## src/rtl/rq_arb_pkg.sv

```systemverilog
// Shared helpers for the round-robin request arbiter family.
package rq_arb_pkg;

    function automatic int unsigned src_width(input int unsigned n);
        return (n > 1) ? $clog2(n) : 1;
    endfunction

endpackage

```

## src/rtl/cmn_real_mux_onehot.sv

```systemverilog
// AND-OR payload multiplexer driven by a one-hot (or all-zero) select vector.
module cmn_real_mux_onehot #(
    parameter int unsigned WIDTH    = 4,
    parameter type         PLD_TYPE = logic
) (
    input  logic [WIDTH-1:0] i_sel,
    input  PLD_TYPE          i_data [WIDTH],
    output PLD_TYPE          o_data
);

    always_comb begin
        o_data = '0;
        for (int i = 0; i < WIDTH; i++) begin
            if (i_sel[i]) begin
                o_data = o_data | i_data[i];
            end
        end
    end

endmodule

```

## src/rtl/cmn_rr_pick.sv

```systemverilog
// Rotating-priority picker: first set request at or after i_ptr, wrapping.
module cmn_rr_pick
    import rq_arb_pkg::*;
#(
    parameter int unsigned REQ_NUM = 4,
    parameter int unsigned SRC_W   = src_width(REQ_NUM)
) (
    input  logic [REQ_NUM-1:0] i_req,
    input  logic [SRC_W-1:0]   i_ptr,
    output logic [REQ_NUM-1:0] o_gnt,
    output logic [SRC_W-1:0]   o_idx,
    output logic               o_vld
);

    logic [REQ_NUM-1:0]   w_mask;
    logic [2*REQ_NUM-1:0] w_dbl;

    // Low half holds requests at or above the pointer, high half the wrapped copy.
    always_comb begin
        for (int i = 0; i < REQ_NUM; i++) begin
            w_mask[i] = (i >= int'(i_ptr));
        end
        w_dbl = {i_req, i_req & w_mask};
    end

    always_comb begin
        o_vld = 1'b0;
        o_idx = '0;
        o_gnt = '0;
        for (int k = 0; k < 2 * REQ_NUM; k++) begin
            if (w_dbl[k] && !o_vld) begin
                o_vld = 1'b1;
                o_idx = SRC_W'(k % REQ_NUM);
            end
        end
        if (o_vld) begin
            o_gnt[o_idx] = 1'b1;
        end
    end

endmodule

```

## src/rtl/rq_arbiter_rr.sv

```systemverilog
// Round-robin request arbiter with burst lock and a one-deep registered output slot.
module rq_arbiter_rr
    import rq_arb_pkg::*;
#(
    parameter int unsigned REQ_NUM  = 4,
    parameter type         PLD_TYPE = logic,
    parameter bit          LOCK_EN  = 1'b1,
    parameter int unsigned SRC_W    = src_width(REQ_NUM)
) (
    input  logic               clk,
    input  logic               rst_n,
    input  logic [REQ_NUM-1:0] a_req_vld,
    output logic [REQ_NUM-1:0] a_req_rdy,
    input  PLD_TYPE            a_req_pld [REQ_NUM],
    input  logic [REQ_NUM-1:0] a_req_last,
    input  logic               out_req_rdy,
    output logic               out_req_vld,
    output PLD_TYPE            out_req_pld,
    output logic [SRC_W-1:0]   out_req_src
);

    logic               r_out_vld;
    PLD_TYPE            r_out_pld;
    logic [SRC_W-1:0]   r_out_src;
    logic [SRC_W-1:0]   r_rr_ptr;
    logic               r_lock_vld;
    logic [SRC_W-1:0]   r_lock_idx;

    logic               w_load_en;
    logic [REQ_NUM-1:0] w_pick_req;
    logic [REQ_NUM-1:0] w_gnt;
    logic [SRC_W-1:0]   w_gnt_idx;
    logic               w_gnt_vld;
    logic               w_accept;
    logic               w_lock_beat;
    logic [SRC_W-1:0]   w_ptr_next;
    PLD_TYPE            w_sel_pld;

    assign w_load_en = !r_out_vld || out_req_rdy;

    // While locked only the owner may compete; everyone else is masked off.
    assign w_pick_req = r_lock_vld ? (a_req_vld & (REQ_NUM'(1) << r_lock_idx)) : a_req_vld;

    cmn_rr_pick #(
        .REQ_NUM (REQ_NUM),
        .SRC_W   (SRC_W)
    ) u_pick (
        .i_req (w_pick_req),
        .i_ptr (r_rr_ptr),
        .o_gnt (w_gnt),
        .o_idx (w_gnt_idx),
        .o_vld (w_gnt_vld)
    );

    cmn_real_mux_onehot #(
        .WIDTH    (REQ_NUM),
        .PLD_TYPE (PLD_TYPE)
    ) u_mux (
        .i_sel  (w_gnt),
        .i_data (a_req_pld),
        .o_data (w_sel_pld)
    );

    // Held low during reset so no beat is handshaken while the slot is being cleared.
    assign a_req_rdy   = (w_load_en && rst_n) ? w_gnt : '0;
    assign w_accept    = w_load_en && w_gnt_vld;
    assign w_lock_beat = LOCK_EN && !a_req_last[w_gnt_idx];
    assign w_ptr_next  = (w_gnt_idx == SRC_W'(REQ_NUM - 1)) ? '0 : w_gnt_idx + SRC_W'(1);

    always_ff @(posedge clk or negedge rst_n) begin
        if (!rst_n) begin
            r_out_vld <= 1'b0;
            r_out_pld <= '0;
            r_out_src <= '0;
        end else if (w_load_en) begin
            r_out_vld <= w_gnt_vld;
            if (w_gnt_vld) begin
                r_out_pld <= w_sel_pld;
                r_out_src <= w_gnt_idx;
            end
        end
    end

    always_ff @(posedge clk or negedge rst_n) begin
        if (!rst_n) begin
            r_rr_ptr   <= '0;
            r_lock_vld <= 1'b0;
            r_lock_idx <= '0;
        end else if (w_accept) begin
            if (w_lock_beat) begin
                r_lock_vld <= 1'b1;
                r_lock_idx <= w_gnt_idx;
            end else begin
                r_lock_vld <= 1'b0;
                r_rr_ptr   <= w_ptr_next;
            end
        end
    end

    assign out_req_vld = r_out_vld;
    assign out_req_pld = r_out_pld;
    assign out_req_src = r_out_src;

    a_rdy_onehot0: assert property (@(posedge clk) disable iff (!rst_n) $onehot0(a_req_rdy));

    a_out_stable: assert property (@(posedge clk) disable iff (!rst_n)
        (out_req_vld && !out_req_rdy) |=> ($stable(out_req_pld) && $stable(out_req_src)));

endmodule

```

## config.mk

```make
export PLATFORM = sky130hd
export DESIGN_NAME = rq_arbiter_rr
export DESIGN_NICKNAME = d
export VERILOG_FILES = /design/src/rtl/rq_arb_pkg.sv /design/src/rtl/cmn_real_mux_onehot.sv /design/src/rtl/cmn_rr_pick.sv /design/src/rtl/rq_arbiter_rr.sv
export SDC_FILE = /design/constraint.sdc
export NUM_CORES = 1
export LEC_CHECK = 0
export ABC_AREA = 1
export CAP_MARGIN = 20
export CORE_UTILIZATION = 50
export CTS_CLUSTER_SIZE = 10
export DETAILED_ROUTE_END_ITERATION = 10
export PLACE_DENSITY = 0.85
export SLEW_MARGIN = 10
export SYNTH_ARGS = -nofsm -noshare
export SYNTH_HDL_FRONTEND = slang
export SYNTH_SLANG_ARGS = --single-unit
```

## constraint.sdc

```tcl
create_clock -name clk -period 4.3 [get_ports clk]
set_clock_uncertainty 0.05 [all_clocks]
set_input_delay 0.645 -clock clk [delete_from_list [all_inputs] [get_ports clk]]
set_output_delay 0.645 -clock clk [all_outputs]
set_load 0.02 [all_outputs]
```

# ---- Word-level counts from Yosys, hierarchy flattened
# Index checks and enable logic that the tools add are counted.
dict set report word_totals {
  regBits 9
  output_inout_bits 8
  in_bits 15
}
dict set report classes {
  n_eq_ne 1
  shift 1
  bitwise 6
  reduce_logical 22
  magnitude_cmp 5
  n_addsub 1
  muxes 28
}
# cell count
set ops {}
lappend ops {{2-to-1 mux 1 bit} 16}
lappend ops {{2-to-1 mux 2 bit} 7}
lappend ops {{2-to-1 mux 4 bit} 3}
lappend ops {{logical AND 1 bit} 10}
lappend ops {{bitwise AND 4 bit} 2}
lappend ops {{logical NOT 1 bit} 8}
lappend ops {{AND reduction 2 bit} 3}
lappend ops {{greater-or-equal comparator 1 x 2 -> 1 bit (first input constant)} 2}
lappend ops {{left shift 1 x 2 -> 4 bit (first input constant)} 1}
lappend ops {{< comparator 2 x 3 -> 1 bit (second input constant)} 1}
lappend ops {{bitwise OR 1 bit} 3}
lappend ops {{adder 2 x 1 -> 2 bit (second input constant)} 1}
lappend ops {{binary-select mux 1 bit (select 2 bit)} 1}
lappend ops {{demux 1 bit (select 2 bit)} 1}
lappend ops {{equality test 2 bit (second input constant)} 1}
lappend ops {{greater-or-equal comparator 2 x 1 -> 1 bit (second input constant)} 1}
lappend ops {{greater-or-equal comparator 2 bit (first input constant)} 1}
lappend ops {{logical OR 1 bit} 1}
lappend ops {{inverter 1 bit} 1}

# ---- Depth between registers and ports, before layout
# Gate-level depths: netlist of run 1.
dict set report depth {
  depth_word 38
  depth_mapped 14
  mapped_depth_nobuf 14
}

# ---- Cells and area by module
# Synthesis of run 1 repeated with hierarchy kept, for this count alone.
dict set report hier_totals {
  hier_cells 106
  hier_area_um2 696.9
}
# mod cells_per_inst seq_area_each_um2 area_per_inst_um2 instances
set modules_own_cells {}
lappend modules_own_cells {rq_arbiter_rr 68 225.2 511.7 1}
lappend modules_own_cells {cmn_rr_pick 29 0.0 151.4 1}
lappend modules_own_cells {cmn_real_mux_onehot 9 0.0 33.8 1}

# ---- Worst setup path after synthesis of run 1
# OpenSTA, ideal clock, no wires.
dict set report synth_timing {
  path_type {in2out}
  startpoint {in a_req_vld[3]}
  endpoint {out a_req_rdy[3]}
  arrival_ns 1.693
  cell_stages 8
  path_slack_ns 1.912
  cell_sequence {nand2_1 > nand2_4 > nor2_8 > nand3_4 > nand2_8 > ha_1 > nand2_1 > nor2_1}
}
dict set report synth_via {
  elab_chain_cells 23
}
# element line
set synth_rtl {}
lappend synth_rtl {{start: declaration} rq_arbiter_rr.sv:12} ;# input logic [REQ_NUM-1:0] a_req_vld,
lappend synth_rtl {{bitwise AND 4 bit} rq_arbiter_rr.sv:42} ;# assign w_pick_req = r_lock_vld ? (a_req_vld & (REQ_NUM'(1) << r_lock_idx)) : a_req_vld;
lappend synth_rtl {{2-to-1 mux 4 bit (*)} rq_arbiter_rr.sv:42}
lappend synth_rtl {{bitwise AND 4 bit} cmn_rr_pick.sv:23} ;# w_dbl = {i_req, i_req & w_mask};
lappend synth_rtl {{logical AND 1 bit} cmn_rr_pick.sv:31} ;# if (w_dbl[k] && !o_vld) begin
lappend synth_rtl {{2-to-1 mux 1 bit} cmn_rr_pick.sv:31}
lappend synth_rtl {{logical NOT 1 bit} cmn_rr_pick.sv:31}
lappend synth_rtl {{logical AND 1 bit} cmn_rr_pick.sv:31}
lappend synth_rtl {{2-to-1 mux 1 bit} cmn_rr_pick.sv:31}
lappend synth_rtl {{[... 8 more ...]} --}
lappend synth_rtl {{2-to-1 mux 2 bit (*)} cmn_rr_pick.sv:31}
lappend synth_rtl {{via u_pick.o_idx[0]} cmn_rr_pick.sv:11} ;# output logic [SRC_W-1:0] o_idx,
lappend synth_rtl {{< comparator 2 x 3 -> 1 bit (not written as such) / greater-or-equal comparator 2 x 1 -> 1 bit (equally long branches)} cmn_rr_pick.sv:37} ;# o_gnt[o_idx] = 1'b1;
lappend synth_rtl {{logical AND 1 bit (not written as such)} cmn_rr_pick.sv:37}
lappend synth_rtl {{2-to-1 mux 1 bit (not written as such)} cmn_rr_pick.sv:37}
lappend synth_rtl {{demux 1 bit (select 2 bit) (*)} --}
lappend synth_rtl {{2-to-1 mux 4 bit (*)} cmn_rr_pick.sv:36} ;# if (o_vld) begin
lappend synth_rtl {{2-to-1 mux 4 bit (*)} rq_arbiter_rr.sv:65} ;# assign a_req_rdy = (w_load_en && rst_n) ? w_gnt : '0;
lappend synth_rtl {{end: declaration} rq_arbiter_rr.sv:13} ;# output logic [REQ_NUM-1:0] a_req_rdy,
# The timed path passes the listed nets; every way through them passes the cells marked *.

# ---- Worst setup path after layout of run 1
dict set report layout_timing {
  startpoint {in a_req_vld[2]}
  endpoint {out a_req_rdy[0]}
}
dict set report layout_via {
  elab_chain_cells 26
}
# element line
set layout_rtl {}
lappend layout_rtl {{bitwise AND 4 bit} rq_arbiter_rr.sv:42}
lappend layout_rtl {{2-to-1 mux 4 bit (*)} rq_arbiter_rr.sv:42}
lappend layout_rtl {{bitwise AND 4 bit} cmn_rr_pick.sv:23}
lappend layout_rtl {{logical AND 1 bit} cmn_rr_pick.sv:31}
lappend layout_rtl {{2-to-1 mux 1 bit} cmn_rr_pick.sv:31}
lappend layout_rtl {{logical NOT 1 bit} cmn_rr_pick.sv:31}
lappend layout_rtl {{logical AND 1 bit} cmn_rr_pick.sv:31}
lappend layout_rtl {{2-to-1 mux 1 bit} cmn_rr_pick.sv:31}
lappend layout_rtl {{[... 11 more ...]} --}
lappend layout_rtl {{2-to-1 mux 2 bit (*)} cmn_rr_pick.sv:31}
lappend layout_rtl {{via u_pick.o_idx[0]} cmn_rr_pick.sv:11}
lappend layout_rtl {{< comparator 2 x 3 -> 1 bit (not written as such) / greater-or-equal comparator 2 x 1 -> 1 bit (equally long branches)} cmn_rr_pick.sv:37}
lappend layout_rtl {{logical AND 1 bit (not written as such)} cmn_rr_pick.sv:37}
lappend layout_rtl {{2-to-1 mux 1 bit (not written as such)} cmn_rr_pick.sv:37}
lappend layout_rtl {{demux 1 bit (select 2 bit) (*)} --}
lappend layout_rtl {{2-to-1 mux 4 bit (*)} cmn_rr_pick.sv:36}
lappend layout_rtl {{2-to-1 mux 4 bit (*)} rq_arbiter_rr.sv:65}
# Marked as above.

==> out/qor.yml, run 1 <==
outcome: "finished, final reports clean"
clock_path_buffers: 2
met3_usage_pct: 3.83
drt_first_pass_iters: 4
fmax_ghz: 0.292
netlist_instances: 111
grt_pass1_vias: 729
cts.clk_slew.worst_paths_ns: 0.06
layout-drive-gt1-share_pct: 21.2
root_buffer: "clkbuf_4"
crit_slowest_cell: "clkdlybuf4s50_1"
die_y_um: 43.0
antennaDiodeCount: 0
drt_wl_total_mm: 1.68
critPathBufInv: 4
gr-total-overflow: 0
start_util_pct: 54.5
synth_seq_cells: 9
fillers: 126
regArea_um2: 225
place_inst: 149
ant_nets: 0
die_area_mm2: 0.00185
critPathMaxFanout: 9
tightestPinTransition_ns: 0.453
endpoint_kind: "output pin"
setup_viol: 0
track_usage_pct: 20.8
rows: 14
syn_area_um2: 840
multi_input_area_um2: 558
core_mm2: 0.00154
cts-hold-fix-buffers: 0
cts_setup_buffers: 0
syn2layout_area_growth_pct: 31.7
hold_class: "reg -> reg"
fin_crit_sh_pct: 79.7
finalNonFillerCells: 153
vias: 789
nets: 157
cp_top_family: "buffers and inverters"
r2r-end: "out_req_pld$_DFFE_PN0P_"
use_met2_pct: 38.8
clk_latency_ns: 0.26
p_leak_uw: 0.000550
setup_slack_ns: 0.875
cts_resized: 0
hpwl_mm: 1.43
wl_per_cell_um: 11.0
synth.distinct_cells: 16
min_period_ns: 3.43
max_slew_margin_pct: 69.7
ios: 23
critical_path_class: "in -> out"
hold_start: "out_req_pld$_DFFE_PN0P_"
drcViolationCount: 0
cts_tree: "built"
cap_violations: 0
htreeDepth: 1
hold_viol: 0
power_density_mw_per_mm2: 702
via_per_inst: 5.16
slowest_delay_ns: 0.60
crit_required_ns: 3.61
ir_drop_mv: 0.340
grtUsageMet1_pct: 24.9
avgSynthCellArea_um2: 7.56
hold_end: "out_req_pld$_DFFE_PN0P_"
syn_nets: 130
clock_sinks: 9
worst_ep_arrival_time_ns: 2.73
grt_max_degree: 12
timing.rr.start: "r_lock_idx[0]$_DFFE_PN0P_"
drt_iter0_drc: 7
ys_warn_count: 0
cts_made_buffers: 3
die_x_um: 43.0
routabilityCongestion: 0.866
io_buffers: 22
cp-start-kind: "primary input"
path_cells: "clkdlybuf4s50_1, nand3_4, nand3_1, nand2_1, nand2_2, nand2_8, inv_1, ha_1, nand4_1, inv_1, clkdlybuf4s50_1"
r2r_cells: 14
reg2reg_setup_slack_ns: 2.43
grt_pass1_wl_mm: 2.95
grt.busiest_layer: "met2"
finalSetupTns_ns: 0
whs_path_depth: 2
antenna_found_initial: 0
rsz0062_at_grt: "no"
ys_seq_area_share_pct: 26.8
drv_slew: 0
place_ws_ns: 0.911
-- cell usage in the layout (no fill, tap or decap), drive strengths merged --
| master | instances |
|---|---|
| nor2 | 6 |
| nand4 | 2 |
| ha | 4 |
| clkbuf | 4 |
| dfrtp | 9 |
| nand2 | 46 |
| inv | 15 |
| nand3 | 26 |
| o21ai | 3 |
| clkdlybuf4s50 | 22 |
-- metal layers --
layer	vias to the layer above	part of all wire, %	wire [um]
met5	-	0	0
met4	0	0.48	8
met3	2	2.4	40
met2	14	54	904
met1	367	43	728
li1	406	-	-
-- metrics by stage --
step           power [uW]  hold slack, ns  utilization, %  area, um2
6_report              776           0.428            71.8       1110
5_1_grt               848           0.462            71.8       1110
4_1_cts               782           0.433            71.8       1110
3_5_place_dp          713           0.416            70.0       1080
3_3_place_gp          696           0.416            70.0       1080
2_1_floorplan         576           0.299               -        840
-- registers in the layout (all words and copies together) (netlist names) --
name         count
r_rr_ptr         2
out_req_vld      1
r_lock_idx       2
out_req_src      2
out_req_pld      1
r_lock_vld       1
-- worst register-to-register path, delay by kind of cell (launching register included) --
kind,cells,cell delay [ns]
fa+ha+maj,1,0.20
buf+inv,2,0.14
flops,1,0.41
simple gates,11,0.99
-- logic make-up (layout without fill, tap and decap cells) --
| group | count (synthesis) | in the layout | share of synthesized area [%] |
|---|---|---|---|
| buffers and inverters | 15 | 41 | 6.71 |
| AO/OA/AOI/OAI | 3 | 3 | 1.79 |
| flip-flops | 9 | 9 | 26.8 |
| adder cells (fa/ha/maj) | 4 | 4 | 5.96 |
| AND/OR/NAND/NOR | 80 | 80 | 58.7 |
-- cell type report --
| type | count | share of cell area (%) |
|---|---|---|
| Tap cell | 16 | 1.81 |
| Sequential cell | 9 | 20.4 |
| Timing Repair Buffer | 22 | 19.9 |
| Inverter | 15 | 5.09 |
| Multi-Input combinational cell | 87 | 50.5 |
| Clock buffer | 4 | 2.38 |
-- synthesized netlist by cell type --
cell type  count  area share, %
o21ai_1        1           0.60
nand3_2        8            9.5
inv_1         12            5.4
nand3_1       15            8.9
nand2_2        6            4.5
nand4_1        2            1.5
dfrtp_1        9             27
o21ai_0        2            1.2
nand2_8        1            2.4
nand2_1       35             16
inv_2          3            1.3
ha_1           4            6.0
nand3_4        3            6.3
nand2_4        4            5.4
nor2_1         5            2.2
nor2_8         1            2.4
-- power by group --
group          switching [uW]  internal [uW]
combinational             342            212
sequential               31.1            124
clock                    30.4           35.8
total                     404            372
-- worst max path at each step --
| stage | start | slack, ns | depth (start not counted) | endpoint |
|---|---|---|---|---|
| floorplan | a_req_vld[3] | 1.91 | 8 | a_req_rdy[3] |
| global placement | a_req_vld[2] | 0.95 | 11 | a_req_rdy[0] |
| detailed placement | a_req_vld[2] | 0.91 | 11 | a_req_rdy[0] |
| CTS | a_req_vld[2] | 0.87 | 11 | a_req_rdy[0] |
| global route | a_req_vld[2] | 0.77 | 11 | a_req_rdy[0] |
| finish | a_req_vld[2] | 0.87 | 11 | a_req_rdy[0] |
Power figures use the tool's default switching activity.
==> run 2, diff against run 1 <==
--- a/config.mk
+++ b/config.mk
@@ -7,10 +7,11 @@
 export LEC_CHECK = 0
 export ABC_AREA = 1
 export CAP_MARGIN = 20
-export CORE_UTILIZATION = 50
+export CORE_ASPECT_RATIO = 1.5
+export CORE_UTILIZATION = 42
 export CTS_CLUSTER_SIZE = 10
 export DETAILED_ROUTE_END_ITERATION = 10
-export PLACE_DENSITY = 0.85
+export PLACE_DENSITY = 0.76
 export SLEW_MARGIN = 10
 export SYNTH_ARGS = -nofsm -noshare
 export SYNTH_HDL_FRONTEND = slang
==> constraint.sdc (replaced) <==
create_clock -name clk -period 2.91 [get_ports clk]
set_clock_uncertainty 0.05 [all_clocks]
set_input_delay 0.4365 -clock clk [delete_from_list [all_inputs] [get_ports clk]]
set_output_delay 0.4365 -clock clk [all_outputs]
set_load 0.02 [all_outputs]
==> out/qor.yml, run 2 (synthesized netlist as in run 1, its figures left out) <==
r2r_cells: 14
clock_sinks: 9
rows: 19
placed_cell_area_mm2: 0.00114
place_ws_ns: -0.0171
io_buffers: 22
htreeDepth: 1
antennaDiodeCount: 0
critical_path_class: "in -> out"
p_leak_uw: 0.000629
hold_class: "reg -> reg"
routabilityCongestion: 0.855
cts.clk_slew.worst_paths_ns: 0.06
final_common_cell: "nand2_1"
pwr-share-seq_pct: 19.4
grt_pass1_vias: 745
slowest_delay_ns: 0.52
cp_common_cell: "nand2_1"
clk_latency_ns: 0.25
drt_first_pass_iters: 4
clock_path_buffers: 2
p_sw_share_pct: 50.3
via_per_inst: 4.78
whs_path_depth: 2
fmax_ghz: 0.376
tightestPinTransition_ns: 0.238
start_util_pct: 45.3
critPathMaxFanout: 5
setup_viol: 0
pwr-share-clk_pct: 7.4
die_y_um: 56.8
endpoint_kind: "output pin"
drcViolationCount: 0
ant_nets: 0
drt_wl_total_mm: 1.72
wl_per_cell_um: 10.4
rsz0062_at_grt: "no"
ios: 23
ir_drop_mv: 0.622
gr-total-overflow: 0
worst_ep_arrival_time_ns: 2.17
crit_slowest_cell: "clkdlybuf4s50_1"
hpwl_mm: 1.47
drv_slew: 0
final_cell_mix: "35 x nand2_1, 18 x clkdlybuf4s50_1, 15 x nand3_1, 12 x inv_1, 9 x dfrtp_1"
layout-drive-gt1-share_pct: 25.7
nets: 164
setup_slack_ns: 0.252
power_uw: 1210
p_int_uw: 601
max_slew_margin_pct: 84.1
cp_top_family: "buffers and inverters"
fillers: 180
place_inst: 161
design_area_mm2: 0.00117
fin_crit_sh_pct: 91.4
cap_violations: 0
die_x_um: 38.5
die_area_mm2: 0.00219
power.switching_uw: 608
min_period_ns: 2.66
finalSetupTns_ns: 0
hold_viol: 0
grt_pass1_wl_mm: 2.92
cp-start-kind: "primary input"
cts-hold-fix-buffers: 0
cts_made_buffers: 3
root_buffer: "clkbuf_4"
antenna_found_initial: 0
power_density_mw_per_mm2: 1030
vias: 788
path_cells: "clkdlybuf4s50_1, nand3_4, nand3_1, nand2_1, nand2_2, nand2_8, inv_1, ha_1, nand2_1, nor2_1, dlygate4sd2_1"
grt_max_degree: 10
cp_num_cells: 11
drt_iter0_drc: 12
core_mm2: 0.00185
finalNonFillerCells: 165
track_usage_pct: 18.3
cts_tree: "built"
combPwrFrac_pct: 73.2
crit_required_ns: 2.42
outcome: "finished, final reports clean"
syn2layout_area_growth_pct: 39.5
critPathBufInv: 3
## run 2: cell count changes in the layout (fill, tap and decap cells not counted), sizes merged
cell,delta
buf,+7
dlymetal6s2s,+2
dlygate4sd2,+2
clkdlybuf4s50,-4
## run 2: tightest hold or removal path, delay by kind of cell, from the launching register on
| kind | cells | cell delay [ns] |
|---|---|---|
| and+or+nand+nor | 2 | 0.10 |
| DFF | 1 | 0.35 |
## run 2: path summary, 6_finish.rpt
path | from | to | slack (ns)
min reg2reg | out_req_pld$_DFFE_PN0P_ | out_req_pld$_DFFE_PN0P_ | 0.44
min | out_req_pld$_DFFE_PN0P_ | out_req_pld$_DFFE_PN0P_ | 0.44
min in group asynchronous | rst_n | out_req_pld$_DFFE_PN0P_ | 0.47
max in group asynchronous | rst_n | r_lock_idx[0]$_DFFE_PN0P_ | 2.20
max | a_req_vld[2] | a_req_rdy[2] | 0.25
max reg2reg | r_lock_idx[1]$_DFFE_PN0P_ | out_req_pld$_DFFE_PN0P_ | 1.08
## run 2: power by group through the flow
stage                     combinational, uW  clock, uW  sequential, uW
after floorplan                         599          0             253
after global placement                  885          0             231
after detailed placement                894          0             232
after CTS                               898       94.5             235
after global routing                    981        103             243
final                                   885       89.5             235
## run 2: area by class of cell
type	instances	area (um2)	area share, %
tap	21	26.3	2.24
multi-input combinational	87	562	48.0
timing repair buffer	29	275	23.5
inverter	15	56.3	4.81
clock buffer	4	26.3	2.24
sequential	9	225	19.2
## run 2: routing by layer
metal	global-route usage (%)	vias up	share of wire [%]	wire, um
li1	-	424	-	-
met1	20.5	337	40	683
met2	32.1	23	54	924
met3	3.16	4	3.7	63
met4	6.90	0	2.6	44
met5	0	-	0	0
## run 2: per-stage QoR
step,hold slack [ns],utilization [%]
global route,0.469,63.2
detailed placement,0.416,61.4
CTS,0.442,62.9
finish,0.435,63.2
floorplan,0.0909,-
global placement,0.424,61.4
## run 2: repair_timing
| action | in CTS | in global routing |
|---|---|---|
| buffers inserted | 0 | 0 |
| setup endpoints to repair | 3 | 2 |
| gates resized for setup | 3 | 2 |
